<file path="config.mk">
export PLATFORM = sky130hd
export DESIGN_NAME = strength_net_resolver
export DESIGN_NICKNAME = d
export VERILOG_FILES = /design/src/rtl/strength_pkg.sv /design/src/rtl/strength_max_tree.sv /design/src/rtl/strength_net_resolver.sv
export SDC_FILE = /design/constraint.sdc
export NUM_CORES = 1
export LEC_CHECK = 0
export BUFFER_PORTS_ARGS = -buffer_cell sky130_fd_sc_hd__buf_4
export CAP_MARGIN = 5
export CORE_UTILIZATION = 45
export DETAILED_ROUTE_END_ITERATION = 6
export GPL_TIMING_DRIVEN = 0
export PLACE_DENSITY = 0.65
export SLEW_MARGIN = 10
export SYNTH_ARGS = -nofsm -noshare
export SYNTH_HDL_FRONTEND = slang
export SYNTH_SLANG_ARGS = --single-unit
</file>
<file path="constraint.sdc">
create_clock -name clk -period 5.1 [get_ports clk]
set_input_delay 0 -clock clk [delete_from_list [all_inputs] [get_ports clk]]
set_output_delay 0 -clock clk [all_outputs]
set_load 0.01 [all_outputs]
</file>
<file path="src/rtl/strength_pkg.sv">
// Shared types for strength-annotated net resolution: strength codes, 4-state
// value encoding, keeper states and a strength comparator.
package strength_pkg;

    typedef enum logic [2:0] {
        ST_HIGHZ  = 3'd0,
        ST_SMALL  = 3'd1,
        ST_MEDIUM = 3'd2,
        ST_WEAK   = 3'd3,
        ST_LARGE  = 3'd4,
        ST_PULL   = 3'd5,
        ST_STRONG = 3'd6,
        ST_SUPPLY = 3'd7
    } strength_e;

    typedef enum logic [1:0] {
        L4_0 = 2'b00,
        L4_1 = 2'b01,
        L4_X = 2'b10,
        L4_Z = 2'b11
    } logic4_e;

    typedef enum logic [1:0] {
        FLOAT   = 2'd0,
        DRIVEN  = 2'd1,
        HELD    = 2'd2,
        DECAYED = 2'd3
    } keeper_state_e;

    localparam logic [1:0] LOGIC4_Z = L4_Z;

    function automatic logic [2:0] str_max(input logic [2:0] a, input logic [2:0] b);
        return (a > b) ? a : b;
    endfunction

endpackage

</file>
<file path="src/rtl/strength_max_tree.sv">
// Combinational reduction of all drivers to the strongest 0 and strongest 1
// contribution; a strength of highz never wins.
module strength_max_tree
    import strength_pkg::*;
#(
    parameter int N_DRV = 2
) (
    input  logic [N_DRV-1:0]   drv_val,
    input  logic [3*N_DRV-1:0] drv_str0,
    input  logic [3*N_DRV-1:0] drv_str1,
    output logic [2:0]         s0,
    output logic [2:0]         s1
);

    always_comb begin
        s0 = ST_HIGHZ;
        s1 = ST_HIGHZ;
        for (int i = 0; i < N_DRV; i++) begin
            if (drv_val[i])
                s1 = str_max(s1, drv_str1[3*i +: 3]);
            else
                s0 = str_max(s0, drv_str0[3*i +: 3]);
        end
    end

endmodule

</file>
<file path="src/rtl/strength_net_resolver.sv">
// Resolves N strength-annotated drivers into a registered 4-state net value,
// with optional trireg-style charge keeping/decay and a contention counter.
//
// state   | meaning
// FLOAT   | undriven, no charge: z at strength 0
// DRIVEN  | at least one driver active: resolved value/strength
// HELD    | undriven, charge retained: held value at CHARGE_STR
// DECAYED | charge leaked away: x at CHARGE_STR
module strength_net_resolver
    import strength_pkg::*;
#(
    parameter int N_DRV        = 2,
    parameter int KEEPER       = 0,
    parameter int DECAY_CYCLES = 0,
    parameter int CHARGE_STR   = 2,
    parameter int CNT_W        = 16
) (
    input  logic               clk,
    input  logic               rst,
    input  logic [N_DRV-1:0]   drv_val,
    input  logic [3*N_DRV-1:0] drv_str0,
    input  logic [3*N_DRV-1:0] drv_str1,
    output logic [1:0]         net_val,
    output logic [2:0]         net_str,
    output logic               contention,
    output logic [CNT_W-1:0]   cont_cnt,
    output logic [1:0]         state_o
);

    localparam int DCNT_W = (DECAY_CYCLES > 1) ? $clog2(DECAY_CYCLES + 1) : 1;
    localparam logic [2:0] CHG_STR = 3'(CHARGE_STR);

    logic [2:0]        s0, s1;
    logic              undriven, cont;
    logic [1:0]        res_val;
    logic [2:0]        res_str;

    keeper_state_e     state, state_nxt;
    logic [1:0]        hold_val, hold_nxt;
    logic [DCNT_W-1:0] dcnt, dcnt_nxt;
    logic [1:0]        val_nxt;
    logic [2:0]        str_nxt;
    logic [CNT_W-1:0]  cnt_nxt;

    strength_max_tree #(.N_DRV(N_DRV)) u_tree (
        .drv_val  (drv_val),
        .drv_str0 (drv_str0),
        .drv_str1 (drv_str1),
        .s0       (s0),
        .s1       (s1)
    );

    // Equal nonzero strengths are the only way to get x from live drivers.
    always_comb begin
        undriven = (s0 == ST_HIGHZ) && (s1 == ST_HIGHZ);
        cont     = !undriven && (s0 == s1);
        res_val  = L4_X;
        res_str  = s1;
        if (s1 > s0) begin
            res_val = L4_1;
            res_str = s1;
        end else if (s0 > s1) begin
            res_val = L4_0;
            res_str = s0;
        end
    end

    always_comb begin
        state_nxt = state;
        hold_nxt  = hold_val;
        dcnt_nxt  = dcnt;
        val_nxt   = LOGIC4_Z;
        str_nxt   = ST_HIGHZ;
        if (!undriven) begin
            state_nxt = DRIVEN;
            val_nxt   = res_val;
            str_nxt   = res_str;
            dcnt_nxt  = '0;
        end else begin
            case (state)
                FLOAT: begin
                    state_nxt = FLOAT;
                end
                DRIVEN: begin
                    if (KEEPER != 0) begin
                        // The registered output is the last resolved value.
                        state_nxt = HELD;
                        hold_nxt  = net_val;
                        dcnt_nxt  = DCNT_W'(DECAY_CYCLES);
                        val_nxt   = net_val;
                        str_nxt   = CHG_STR;
                    end else begin
                        state_nxt = FLOAT;
                    end
                end
                HELD: begin
                    val_nxt = hold_val;
                    str_nxt = CHG_STR;
                    if (DECAY_CYCLES != 0) begin
                        if (dcnt <= DCNT_W'(1)) begin
                            state_nxt = DECAYED;
                            dcnt_nxt  = '0;
                            val_nxt   = L4_X;
                        end else begin
                            dcnt_nxt = dcnt - DCNT_W'(1);
                        end
                    end
                end
                DECAYED: begin
                    val_nxt = L4_X;
                    str_nxt = CHG_STR;
                end
                default: begin
                    state_nxt = FLOAT;
                end
            endcase
        end
    end

    always_comb begin
        cnt_nxt = cont_cnt;
        if (cont && (cont_cnt != {CNT_W{1'b1}}))
            cnt_nxt = cont_cnt + CNT_W'(1);
    end

    always_ff @(posedge clk) begin
        if (rst) begin
            state      <= FLOAT;
            hold_val   <= LOGIC4_Z;
            dcnt       <= '0;
            net_val    <= LOGIC4_Z;
            net_str    <= ST_HIGHZ;
            contention <= 1'b0;
            cont_cnt   <= '0;
        end else begin
            state      <= state_nxt;
            hold_val   <= hold_nxt;
            dcnt       <= dcnt_nxt;
            net_val    <= val_nxt;
            net_str    <= str_nxt;
            contention <= cont;
            cont_cnt   <= cnt_nxt;
        end
    end

    assign state_o = state;

endmodule

</file>
==> impl_metrics.toml, run 1 <==
[cts]
cts_tree = "built"
cts_sinks = 23
clkTransAtPathRegs_ns = 0.12
holdBufCountCts = 0
cts_buffers = 3
cts_repair_resize_count = 0
insertion_delay_ns = 0.32
clk_path_buf_depth = 2
cts-root-buf = "clkbuf_4"
cts_setup_buffers = 0
htree_levels = 1

[hold_path]
hp-start = "drv_str0[3]"
hp-class = "in -> reg"

[setup_path]
r2r_start = "cont_cnt[0]"
crit_arrival_ns = 3.28
crit_chain = "buf_4 > nor2b_1 > ha_1 > nor2b_1 > nor2_1 > a21oi_1 > mux2_2 > ha_1 > and3_1 > clkbuf_1 > nand3_1 > or3_1 > or3_1 > a21oi_1"
cp-start-kind = "primary input"
cp_slowest_stage_delay_ns = 0.38
critPathTopFamily = "simple AND/OR/NAND/NOR gates"
critPathKind = "in -> reg"
required_ns = 5.35
cp-end-kind = "flop"
startpoint = "drv_str0[1]"
path_max_fanout = 9
crit_buf_inv = 2
worst_path_max_delay_cell = "mux2_2"

[cells_and_area]
diodes = 0
layout-drive-gt1-share = 0.238
layout_common_cells = "buf_4 (37), dfxtp_1 (23), a21oi_1 (15), o21ai_0 (12), nor2_1 (11)"
layout.nets = 258
register_area_sq_um = 460
n_fill_cell = 330
multiInputGateArea_sq_um = 1020
design_area_sq_um = 1930
final_common_cell = "buf_4"
syn2layout_area_growth_pct = 22.6

[synthesis]
synth-edff-count = 0
synth_ff_type = "dfxtp_1"
synth_seq_cells = 23
yosys-top-cells-area = "dfxtp_1 (29%), ha_1 (8.0%), a21oi_1 (4.8%)"
syn_nets = 217
syn_area_sq_um = 1570
yosysSeqAreaShare = 0.293
yosysWarnings = 0
synthCells = 191
synth_top_area_frac = 0.293
netlist-cell-type-count = 47
synth_area_leader_cell = "dfxtp_1"
async_flop_share = 0
syn_area_per_cell_sq_um = 8.23

[route]
ant_nets = 0
wl_per_cell_microns = 13.9
vias_per_cell = 5.55
route.final.wire_length_mm = 3.86
via_count = 1538
drc = 0
drtPass1Iterations = 6
first_iter_violations = 95

[timing]
clock.fmax_mhz = 329
layout_min_cycle_time_ns = 3.04
hold_ws_ns = 0.0997
grt_setup_unrepaired = "false"
fin_crit_sh = 0.595
setup_viol = 0
fin_tns_setup_ns = 0
slew_violations = 0
hold_viol = 0
finClkSkew_ns = 0.00802

[floorplanning]
die_height_microns = 61.1
coreArea_sq_um = 3340
start_util = 0.471
dieArea_sq_um = 3730
dieWidth_microns = 61.1
ios = 40
core.rowCount = 21

[global_routing]
grt_start_max_net_pins = 14
gr-total-overflow = 0
grt_pass1_wl_mm = 6.20
antenna_found_initial = 0
grt_pass1_vias = 1420
grt_usage = 0.219

[placement]
routabilityCongestion = 0.799
port_buffers = 36
dp_hpwl_mm = 2.94
placed_area_sq_um = 1900

[power_and_ir_drop]
peakVddDrop_mv = 0.159
powerDensity_nw_per_um2 = 214
p_leak_nw = 0.837

[outcome]
status = "finished clean"

[flow_run]
drv_cap = 0
-- state kept, by name, indices dropped and copies added, names as in the netlist --
name	flops
net_str	3
contention	1
state_o	1
net_val	2
cont_cnt	16
-- worst min-delay path: stages --
cell and delay, ns:
buf_4 0.12, inv_1 0.04, mux2_2 0.15, a211oi_1 0.06
-- metrics by stage --
step / cells / total power (W) / worst slack [ns] / util
finish: 277 / 0.000412 / 2.06 / 0.577
global route: 277 / 0.000436 / 1.83 / 0.577
CTS: 277 / 0.000413 / 2.11 / 0.577
detailed placement: 273 / 0.000328 / 1.79 / 0.569
global placement: 273 / 0.000323 / 1.87 / 0.569
floorplan: 191 / 0.000283 / 2.24 / -
-- cell usage after synthesis (2+ instances only) --
cell type / count
or4_1: 2
nor2_1: 11
nand4_1: 6
dfxtp_1: 23
and2_1: 2
and3_1: 5
mux2_2: 2
o21ai_0: 12
a211oi_1: 2
mux2_1: 5
or3_1: 10
mux2i_1: 2
nor3_1: 6
buf_6: 2
nor2b_1: 9
buf_2: 2
a21o_1: 2
and4_1: 3
nand3_1: 10
nand2_1: 9
o211ai_1: 2
nand2b_1: 2
nor4_1: 2
ha_1: 10
o31ai_1: 2
inv_1: 9
a21oi_1: 15
clkbuf_1: 5
-- power by group --
part / switching, W / leakage, nW / internal (W)
clock: 0.0000563 / 0.0177 / 0.0000294
combinational: 0.0000726 / 0.632 / 0.0000579
sequential: 0.00000542 / 0.187 / 0.000190
-- final cells by class --
cell class                      instances  area share
Multi-Input combinational cell        149       0.529
Sequential cell                        23       0.239
Timing Repair Buffer                   36       0.140
Buffer                                 10      0.0305
Tap cell                               46      0.0299
Inverter                                9      0.0175
Clock buffer                            3      0.0117
Clock inverter                          1     0.00260
-- layer usage --
layer / wire length [microns] / vias up / part of all wire / global-route usage
met5: 0 / - / 0 / 0
met4: 14 / 0 / 0.0036 / 0.0422
met3: 155 / 2 / 0.040 / 0.0399
met2: 1830 / 36 / 0.47 / 0.382
met1: 1860 / 721 / 0.48 / 0.283
li1: - / 779 / - / -
-- kinds of logic (layout without fill, tap and decap cells) --
family          Yosys count  count (layout)  synth area share
compound gates           46              46             0.206
other cells               1               1           0.00239
mux                       9               9            0.0629
simple gates             83              83             0.297
buf+inv                  19              59            0.0589
flops                    23              23             0.293
fa+ha+maj                10              10            0.0796
-- final timing paths --
check,end,slack [ns],cells after the start
worst max register to register,cont_cnt[13],2.90,7
worst max-delay path,cont_cnt[14],2.06,14
worst min-delay path,net_str[0],0.1,4
worst min register to register,cont_cnt[11],0.53,2
Power figures use the tool's default switching activity.
==> inputs of run 2 (changes only) <==
- PLACE_DENSITY: 0.65 -> 0.68
- clock period: 5.1 -> 2.69 ns (I/O delays scaled with it)
==> run 2 against run 1 <==
  * Register-to-register slack worse by 2.3 ns
  * Via count up 1.7%
  * Critical endpoint unchanged
  * Global-route usage down 0.76 points
  * Setup slack worse by 1.9 ns
  * Combinational power up 100%
  * Critical path depth unchanged
  * Non-clock buffer count up 3
  * Routed wire length down 0.60%
==> impl_metrics.toml, run 2 (synthesized netlist as in run 1, its figures left out) <==
[timing]
fin_crit_sh = 0.956
hold_viol = 0
hold_ws_ns = 0.0867
clock.fmax_mhz = 389
finClkSkew_ns = 0.00553
setup_viol = 0
slew_violations = 0
layout_min_cycle_time_ns = 2.57
worst_pin_slew_ns = 0.527
max_slew_margin = 0.648

[cts]
holdBufCountCts = 0
insertion_delay_ns = 0.32
htree_levels = 1
clk_path_buf_depth = 2
cts-root-buf = "clkbuf_4"
cts_tree = "built"
cts_buffers = 3
cts_sinks = 23
clkTransAtPathRegs_ns = 0.13

[floorplanning]
dieArea_sq_um = 3730
start_util = 0.471
core.rowCount = 21
dieWidth_microns = 61.1
coreArea_sq_um = 3340
ios = 40
die_height_microns = 61.1

[global_routing]
gr-total-overflow = 0
grt_pass1_vias = 1397
grt_usage = 0.211
grt_start_max_net_pins = 14
grt_pass1_wl_mm = 6.00
antenna_found_initial = 0

[cells_and_area]
fin_util = 0.598
layout-drive-gt1-share = 0.282
largest_reg_flops = 16
diodes = 0
final_common_cell = "buf_4"
layout.nets = 261
top_regs = "cont_cnt x16, net_str x3, net_val x2"
layout_common_cells = "buf_4 (41), dfxtp_1 (23), a21oi_1 (13), o21ai_0 (12), nor2_1 (11)"
top_register = "cont_cnt"
syn2layout_area_growth_pct = 26.9

[power_and_ir_drop]
peakVddDrop_mv = 0.306
powerDensity_nw_per_um2 = 403
p_leak_nw = 0.865

[placement]
routabilityCongestion = 0.817
port_buffers = 36
dp_hpwl_mm = 2.93

[route]
via_count = 1564
route.final.wire_length_mm = 3.84
drc = 0
highest_layer = "met4"
ant_nets = 0
vias_per_cell = 5.59
wl_per_cell_microns = 13.7
wl_met1_mm = 1.72
met3WireLength_microns = 165
first_iter_violations = 75
route.met2.wl_mm = 1.93
drtPass1Iterations = 4

[hold_path]
holdPathStages = 4
hp-class = "in -> reg"

[setup_path]
crit_arrival_ns = 2.84
path_max_fanout = 9
required_ns = 2.96
critPathKind = "in -> reg"
cp-start-kind = "primary input"
cp-end-kind = "flop"
r2r_cells = 7

[outcome]
status = "finished clean"

[flow_run]
drv_cap = 0
run 2: final timing paths:
check | from | endpoint | slack (ns)
setup reg to reg | cont_cnt[0] | cont_cnt[11] | 0.59
hold / removal | drv_str0[3] | net_str[0] | 0.09
hold reg to reg | cont_cnt[9] | cont_cnt[9] | 0.52
setup / recovery | drv_val[0] | cont_cnt[14] | 0.12
run 2: what timing repair did:
action | in CTS | in global routing
setup buffers | 0 | 3
pin swaps | 0 | 3
endpoints found under the setup margin | 1 | 6
gates resized for setup | 3 | 5
cloned | 0 | 0
run 2: per-stage QoR:
stage | power (W) | cells | worst slack (ns) | cell area, sq um | setup TNS (ns)
finish | 0.000803 | 280 | 0.119 | 1990 | 0
global route | 0.000852 | 280 | -0.00275 | 1990 | -0.00275
CTS | 0.000790 | 277 | 0.0300 | 1950 | 0
detailed placement | 0.000627 | 273 | -0.351 | 1910 | -3.08
global placement | 0.000616 | 273 | -0.281 | 1910 | -1.71
floorplan | 0.000541 | 191 | 0.00116 | 1580 | 0
run 2: layer usage:
metal / up-vias / GRT usage
li1: 785 / -
met1: 738 / 0.260
met2: 37 / 0.380
met3: 4 / 0.0420
met4: 0 / 0.0422
met5: - / 0
run 2: worst max-delay path, cell delays in order:
cell	delay [ns]
buf_4	0.15
nor2b_4	0.13
ha_2	0.30
or2_1	0.26
a21oi_2	0.17
a21oi_2	0.06
mux2_2	0.29
ha_1	0.31
and3_1	0.16
buf_4	0.16
nand3_1	0.08
or3_1	0.32
or3_1	0.31
a21oi_1	0.14
run 2: area by class of cell:
cell class,count,area (sq um)
multi-input combinational,149,1060
fill,322,1340
sequential,23,460
tap,46,57.6
inverter,9,33.8
clock buffer,3,22.5
timing repair buffer,39,293
clock inverter,1,5.00
buffer,10,62.6
run 2: power by group:
part           internal [W]  switching [W]
Clock             0.0000558       0.000113
Sequential         0.000361     0.00000905
Combinational      0.000123       0.000142
Total              0.000540       0.000263
==> inputs of run 3 (changes only) <==
- CORE_ASPECT_RATIO: not set -> 1.2
- CORE_MARGIN: not set -> 3
==> run 3 against run 2 <==
  * Cell count decreased by 2.1%
  * Setup slack got worse by 0.059 ns
  * Design area increased by 4.0%
  * Hold slack improved by 0.043 ns
  * Non-clock buffer count increased by 4
  * Critical path type unchanged
  * Largest cell class unchanged
  * Count of clock-buffer cells in the layout unchanged
==> impl_metrics.toml, run 3 (synthesized netlist as in run 1, its figures left out) <==
[floorplanning]
die_height_microns = 70.7
ios = 40
core.rowCount = 22
coreArea_sq_um = 3190
dieArea_sq_um = 4240
dieWidth_microns = 59.9
start_util = 0.492

[cts]
clkTransAtPathRegs_ns = 0.12
cts_tree = "built"
holdBufCountCts = 0
htree_levels = 1
insertion_delay_ns = 0.31
cts_sinks = 23
cts_buffers = 3
cts-root-buf = "clkbuf_4"
clk_path_buf_depth = 2

[hold_path]
hp-start = "drv_str0[4]"
hp-class = "in -> reg"
holdPathStages = 4
worstHoldEndpoint = "net_str[1]"

[placement]
port_buffers = 36
placed_area_sq_um = 1900
routabilityCongestion = 0.824
dp_hpwl_mm = 3.10

[timing]
max_slew_margin = 0.640
layout_min_cycle_time_ns = 2.63
slew_violations = 0
worst_pin_slew_ns = 0.541
clock.fmax_mhz = 380
fin_crit_sh = 0.978
finClkSkew_ns = 0.00374
fin_tns_setup_ns = 0
setup_viol = 0
hold_viol = 0

[global_routing]
gr-total-overflow = 0
antenna_found_initial = 0
grt_start_max_net_pins = 14
grt_pass1_vias = 1550
grt_usage = 0.195
grt_pass1_wl_mm = 6.69

[power_and_ir_drop]
p_sw_w = 0.000269
peakVddDrop_mv = 0.253
pwr-share-comb = 0.366
power.total_w = 0.000830
powerDensity_nw_per_um2 = 400
p_clk_frac = 0.188
p_leak_nw = 0.895
intPower_w = 0.000562
seqPwrFrac = 0.446
p_sw_frac = 0.324

[setup_path]
worstReg2RegEnd = "cont_cnt[13]"
r2r_cells = 7
r2r_start = "cont_cnt[0]"
startpoint = "drv_str0[1]"
crit_arrival_ns = 2.88
cp-start-kind = "primary input"
reg2reg_slack_ns = 0.58
cp-end-kind = "flop"
critPathKind = "in -> reg"
required_ns = 2.94
path_max_fanout = 9

[cells_and_area]
final_common_cell = "buf_4"
n_fill_cell = 290
layout_common_cells = "buf_4 (44), dfxtp_1 (23), o21ai_0 (12), a21oi_1 (12), nor2_1 (11)"
syn2layout_area_growth_pct = 32.0
design_area_sq_um = 2070
multiInputGateArea_sq_um = 1120
top_regs = "cont_cnt x16, net_str x3, net_val x2"
layout-drive-gt1-share = 0.324
fin_util = 0.650
register_area_sq_um = 460
layout.nets = 265
largest_reg_flops = 16
diodes = 0
top_register = "cont_cnt"

[route]
route.met2.wl_mm = 2.33
wl_per_cell_microns = 15.7
drtPass1Iterations = 5
wl_met1_mm = 1.69
route.final.wire_length_mm = 4.29
drc = 0
via_count = 1635
ant_nets = 0
met3WireLength_microns = 181
first_iter_violations = 72
vias_per_cell = 5.97
highest_layer = "met4"

[outcome]
status = "finished clean"

[flow_run]
drv_cap = 0
run 3: cell types whose count changed in the layout (fill, tap and decap cells not counted), moves of 2 or more:
cell,before,now
ha_4,1,3
mux2_2,2,0
mux2i_1,2,0
mux2i_2,0,2
buf_4,41,44
mux2_4,0,2
run 3: repair_timing:
item | 4_1_cts | 5_1_grt
gates resized for setup | 3 | 16
setup endpoints to repair | 3 | 9
setup buffers | 1 | 6
pin swaps | 2 | 3
run 3: how the worst max path moves through the flow:
stage / slack [ns] / cells after the start / end
after floorplan: 0.001 / 13 / cont_cnt[14]
after global placement: -0.28 / 14 / cont_cnt[14]
after detailed placement: -0.37 / 14 / cont_cnt[14]
after CTS: 0.003 / 14 / cont_cnt[14]
after global routing: -0.06 / 14 / cont_cnt[14]
final: 0.06 / 14 / cont_cnt[14]
run 3: stage by stage:
| stage | hold WS (ns) | setup WS (ns) | instances |
|---|---|---|---|
| CTS | 0.111 | 0.00269 | 268 |
| global route | 0.143 | -0.0575 | 274 |
| finish | 0.129 | 0.0603 | 274 |
| floorplan | 0.279 | 0.00116 | 191 |
| global placement | 0.394 | -0.280 | 263 |
| detailed placement | 0.390 | -0.374 | 263 |
run 3: layer usage:
layer | vias up | GRT usage
met5 | - | 0
met4 | 0 | 0.0862
met3 | 11 | 0.0201
met2 | 56 | 0.363
met1 | 768 | 0.211
li1 | 800 | -
run 3: worst max-delay path: stages:
cell     delay, ns
buf_4         0.11
nor2b_2       0.15
ha_1          0.32
nor2b_4       0.20
nor2_1        0.08
a21oi_2       0.22
mux2_4        0.35
ha_4          0.28
and3_1        0.16
buf_6         0.13
nand3_1       0.07
or3_1         0.33
or3_1         0.33
a21oi_2       0.14
run 3: area by class of cell:
| type | instances | area share |
|---|---|---|
| Clock buffer | 3 | 0.0109 |
| Buffer | 10 | 0.0320 |
| Clock inverter | 1 | 0.00241 |
| Tap cell | 36 | 0.0217 |
| Inverter | 9 | 0.0163 |
| Sequential cell | 23 | 0.222 |
| Multi-Input combinational cell | 149 | 0.539 |
| Timing Repair Buffer | 43 | 0.156 |
run 3: power groups by stage:
stage	registers [W]	logic [W]	clock network (W)
3_5_place_dp	0.000378	0.000252	0
4_1_cts	0.000370	0.000259	0.000162
5_1_grt	0.000372	0.000333	0.000178
3_3_place_gp	0.000377	0.000242	0
6_report	0.000370	0.000304	0.000156
2_1_floorplan	0.000387	0.000154	0
